===== src/rtl/rtc_pkg.sv =====
// Shared limits and types for the hours/minutes/seconds core.
package rtc_pkg;

  localparam logic [5:0] SEC_MAX  = 6'd59;
  localparam logic [5:0] MIN_MAX  = 6'd59;
  localparam logic [4:0] HOUR_MAX = 5'd23;
  localparam logic [4:0] HOUR_12  = 5'd12;

  // {tens, ones} BCD digit pair
  typedef logic [7:0] bcd_pair_t;

endpackage


===== src/rtl/bin2bcd99.sv =====
// Binary 0-99 to packed BCD pair {tens, ones}; purely combinational.
module bin2bcd99
  import rtc_pkg::*;
(
  input  logic [6:0] bin,
  output bcd_pair_t  bcd
);

  logic [3:0] tens;
  logic [6:0] rem;

  // Repeated subtraction of ten; at most nine steps for inputs below 100.
  always_comb begin
    tens = '0;
    rem  = bin;
    for (int i = 0; i < 9; i++) begin
      if (rem >= 7'd10) begin
        rem  = rem - 7'd10;
        tens = tens + 4'd1;
      end
    end
    bcd = {tens, rem[3:0]};
  end

endmodule


===== src/rtl/rtc_hms_core.sv =====
// Time-of-day core: single prescaler to a 1 s tick, sec/min/hour carry
// chain, validated load, 12/24 h display and sticky HH:MM alarm.
module rtc_hms_core
  import rtc_pkg::*;
#(
  parameter int CLK_HZ  = 50000000,
  parameter int PRESC_W = 26
) (
  input  logic       CLOCK_50,
  input  logic       Resetn,
  input  logic       run,
  input  logic       set_en,
  input  logic [4:0] set_hh,
  input  logic [5:0] set_mm,
  input  logic [5:0] set_ss,
  input  logic       mode12,
  input  logic       alarm_en,
  input  logic [4:0] alarm_hh,
  input  logic [5:0] alarm_mm,
  input  logic       alarm_ack,
  output logic [7:0] hh_bcd,
  output logic [7:0] mm_bcd,
  output logic [7:0] ss_bcd,
  output logic       pm,
  output logic       sec_tick,
  output logic       day_tick,
  output logic       set_err,
  output logic       alarm
);

  localparam logic [PRESC_W-1:0] PRESC_TOP = PRESC_W'(CLK_HZ - 1);

  logic [PRESC_W-1:0] presc;
  logic [5:0]         sec, min;
  logic [4:0]         hour;

  logic       due, set_ok, day_wrap, alarm_hit;
  logic       sec_w, min_w, hour_w;
  logic [5:0] nsec, nmin;
  logic [4:0] nhour, hr_disp;

  assign due    = run && (presc == PRESC_TOP);
  assign set_ok = set_en && (set_hh <= HOUR_MAX) && (set_mm <= MIN_MAX)
                         && (set_ss <= SEC_MAX);

  // Time one second ahead of the current state, plus the day-wrap flag.
  always_comb begin
    sec_w    = (sec == SEC_MAX);
    min_w    = (min == MIN_MAX);
    hour_w   = (hour == HOUR_MAX);
    nsec     = sec_w ? '0 : sec + 6'd1;
    nmin     = sec_w ? (min_w ? '0 : min + 6'd1) : min;
    nhour    = (sec_w && min_w) ? (hour_w ? '0 : hour + 5'd1) : hour;
    day_wrap = sec_w && min_w && hour_w;
    // nhour/nmin never exceed 23/59, so out-of-range alarm values cannot hit
    alarm_hit = alarm_en && (nsec == 6'd0) && (nhour == alarm_hh)
                         && (nmin == alarm_mm);
  end

  // Prescaler and time registers; a valid load beats a same-cycle advance.
  always_ff @(posedge CLOCK_50 or negedge Resetn) begin
    if (!Resetn) begin
      presc <= '0;
      sec   <= '0;
      min   <= '0;
      hour  <= '0;
    end else if (set_ok) begin
      presc <= '0;
      sec   <= set_ss;
      min   <= set_mm;
      hour  <= set_hh;
    end else if (run) begin
      presc <= due ? '0 : presc + 1'b1;
      if (due) begin
        sec  <= nsec;
        min  <= nmin;
        hour <= nhour;
      end
    end
  end

  // One-cycle status pulses.
  always_ff @(posedge CLOCK_50 or negedge Resetn) begin
    if (!Resetn) begin
      sec_tick <= 1'b0;
      day_tick <= 1'b0;
      set_err  <= 1'b0;
    end else begin
      sec_tick <= due && !set_ok;
      day_tick <= due && !set_ok && day_wrap;
      set_err  <= set_en && !set_ok;
    end
  end

  // Sticky alarm: setting on a matching advance wins over ack/disable.
  always_ff @(posedge CLOCK_50 or negedge Resetn) begin
    if (!Resetn)                           alarm <= 1'b0;
    else if (due && !set_ok && alarm_hit)  alarm <= 1'b1;
    else if (alarm_ack || !alarm_en)       alarm <= 1'b0;
  end

  // 12 h mapping: 0 -> 12, 13..23 -> 1..11, others pass through.
  always_comb begin
    hr_disp = hour;
    if (mode12) begin
      if (hour == 5'd0)         hr_disp = HOUR_12;
      else if (hour > HOUR_12)  hr_disp = hour - HOUR_12;
    end
  end

  assign pm = mode12 && (hour >= HOUR_12);

  logic      [2:0][6:0] bin_val;
  bcd_pair_t [2:0]      bcd_val;

  assign bin_val[2] = {2'b00, hr_disp};
  assign bin_val[1] = {1'b0, min};
  assign bin_val[0] = {1'b0, sec};

  for (genvar g = 0; g < 3; g++) begin : g_bcd
    bin2bcd99 u_bcd (.bin(bin_val[g]), .bcd(bcd_val[g]));
  end

  assign hh_bcd = bcd_val[2];
  assign mm_bcd = bcd_val[1];
  assign ss_bcd = bcd_val[0];

endmodule


===== config.mk =====
export PLATFORM = sky130hd
export DESIGN_NAME = rtc_hms_core
export DESIGN_NICKNAME = d
export VERILOG_FILES = /design/src/rtl/rtc_pkg.sv /design/src/rtl/bin2bcd99.sv /design/src/rtl/rtc_hms_core.sv
export SDC_FILE = /design/constraint.sdc
export NUM_CORES = 1
export LEC_CHECK = 0
export ABC_AREA = 1
export CAP_MARGIN = 20
export CORE_UTILIZATION = 57
export CTS_BUF_LIST = sky130_fd_sc_hd__clkbuf_4
export DETAILED_ROUTE_END_ITERATION = 12
export MAX_ROUTING_LAYER = met4
export PLACE_DENSITY = 0.8
export SYNTH_ARGS = -nofsm -noshare
export SYNTH_HDL_FRONTEND = slang
export SYNTH_HIERARCHICAL = 1
export SYNTH_SLANG_ARGS = --single-unit

===== constraint.sdc =====
create_clock -name CLOCK_50 -period 11.8 [get_ports CLOCK_50]
set_clock_uncertainty 0.1 [all_clocks]
set_input_delay 2.36 -clock CLOCK_50 [delete_from_list [all_inputs] [get_ports CLOCK_50]]
set_output_delay 2.36 -clock CLOCK_50 [all_outputs]
set_load 0.1 [all_outputs]

==> results.md <==
- Status: finished clean
- CTS max path bufs: 2
- Mapped Cells: 1728
- Clk sinks: 47
- Core area: 0.0180 sq mm
- Worst hold path startpoint: presc[13]
- Die outline area: 0.0190 sq mm
- Vias per cell: 5.27
- Layout cells sized above 1: 29.6%
- Highest clock rate: 0.0858 GHz
- WP data arrival: 9200 ps
- Synth Flop Type: dfrtp_1
- Dpl hpwl: 20000 um
- Die Ht: 138 um
- Worst path max stage delay: 180 ps
- Yosys warns: 6
- Vias: 11349
- Most used cell, CP: nand2_2
- Syn Area/Cell: 6.09 sq um
- Setup TNS Final: 0 ps
- Yosys reg bits: 47
- Total congestion overflow: 0
- Unrepaired setup endpoints after global routing: yes
- CP startpoint: mode12
- Max Cap Violations: 0
- Synth top area share: 18.5%
- Die Wd: 138 um
- Largest net degree at the start of global routing: 48
- Slowest stage cell on the critical path: nor3_4
- Post-synth EDFFs: 0
- Max Slew Vio Count: 0
- Layout overhead on the synthesized area: 24.6%
- # hold bufs at CTS: 0
- Post-route insts no fill: 2155
- DRT Pass-1 Iters: 5
- Antenna viol nets, final: 0
- Post-route DRC: 0
- Storage cell area: 0.00118 sq mm
- Routability cong.: 0.922
- Seq/Total Area, Yosys: 11.2%
- Largest area contributor in the netlist: nand2_1
- Reg clk slew, reported paths: 150 ps
- Most frequent cells in the layout: 480 x nand2_1, 231 x inv_1, 171 x nand3_1, 130 x nand2_2, 129 x buf_4
- CP Capture Type: primary output
- Critical path class: primary input to primary output
- Period minus WS final: 11660 ps
- Worst hold slack: 414 ps
- CTS H-tree lvls: 2
- Hold Path Class: register to register
- Initial antenna violation count: 0
- Placed Instances: 2123
- Initial Util: 58.4%
- Relative slew slack: 31.1%
- Fill count: 1523
- I/O Pins: 64
- Synth cell types: 53
- Diodes inserted: 0
- Final net count: 2023
- WL/cell: 11.9 um
- Vias in the first global route: 10303
- PortBufs: 63
- Commonest non-fill, non-tap cell in the layout: nand2_1
- Multi-input gate area: 0.00874 sq mm
- First-pass GRT wire length: 42400 um
- CP Launch Type: primary input
- Final worst path period share: 98.8%
- Asr flop ratio synth: 100%
- Post-Synthesis Cell Area: 0.0105 sq mm
- DRT iter0 DRCs: 484
- Root buffer cell: clkbuf_4
- Final hold vios: 0
- Bufs and invs on worst path: 19
- Row count: 49
- Final design utilization: 72.7%
- CTS tree: done
- RR Startpoint: sec[0]
- Inserted Clock Buffers: 5
- Actual slew at the worst max-slew pin: 1030 ps
- Final setup violation count: 0
- Top cell family by delay on the critical path: simple AND/OR/NAND/NOR gates
- CP max FO: 7
- Critical Path RT: 9340 ps
- Area contributors post-synth: nand2_1 18%, dfrtp_1 11%, inv_1 8.7%
- WL final: 25600 um
- Clock Latency Late Sink: 370 ps
- Gr usage total: 27.2%
==> state kept, by name, indices dropped and copies added (netlist names) <==
signal and flops:
presc 26, min 6, sec 6, hour 5, alarm 1, day_tick 1
sec_tick 1, set_err 1
==> through the flow <==
step	instance area, sq um	setup slack [ps]
6_report	13100	142
4_1_cts	12700	20.5
2_1_floorplan	10800	18.7
3_3_place_gp	12400	-193
3_5_place_dp	12400	-583
5_1_grt	13100	-306
==> final cells by class <==
class | instances | share of cell area [%]
clock inverter | 3 | 0.296
timing repair buffer | 194 | 13.1
sequential | 47 | 9.01
clock buffer | 5 | 0.286
tap | 229 | 2.19
multi-input combinational | 1387 | 66.7
inverter | 290 | 8.42
==> repair_timing <==
action | CTS | global route
setup buffers | 5 | 19
pin swaps | 20 | 54
setup endpoints to repair | 7 | 21
gates resized for setup | 30 | 87
==> cells in the mapped netlist, types with 5 or more instances <==
library cell and count:
inv_1 244, inv_2 44, nand2_4 44, o21a_1 5, nand2_8 8, buf_4 5
o21ai_0 41, buf_6 7, nor3_1 16, nand3b_1 18, nand3_4 12, xor2_1 23
o211ai_1 9, nand3_1 182, xnor2_1 15, nand3_2 23, nand2_1 518, nor2_2 20
nand4_1 49, o21ai_1 15, nand2_2 117, nor2_4 25, ha_1 63, a21oi_1 30
nor2_1 96, dfrtp_1 47
==> routing by layer <==
metal | part of all wire [%] | track usage, %
met1 | 43 | 31.8
met2 | 52 | 51.7
met5 | 0 | -
met3 | 3.2 | 1.21
met4 | 1.4 | 4.17
==> kinds of logic after synthesis <==
group,share of synthesized area [%]
simple gates,58.6
buf+inv,11.6
compound gates,7.81
fa+ha+maj,7.49
flops,11.2
xor+xnor,3.16
other cells,0.0357
mux,0.107
==> worst paths after layout <==
kind                                   to  slack [ps]  depth (start not counted)
worst max-delay path            hh_bcd[2]         140                         76
worst min-delay path            presc[13]         410                          1
worst max register to register      alarm        8940                         11
worst min register to register  presc[13]         410                          1
max in group asynchronous          min[2]        9300                          2
min in group asynchronous        presc[1]        1790                          1
Power is not shown: default switching activity piles up to over one toggle a cycle in this logic, so the estimate is an artifact.
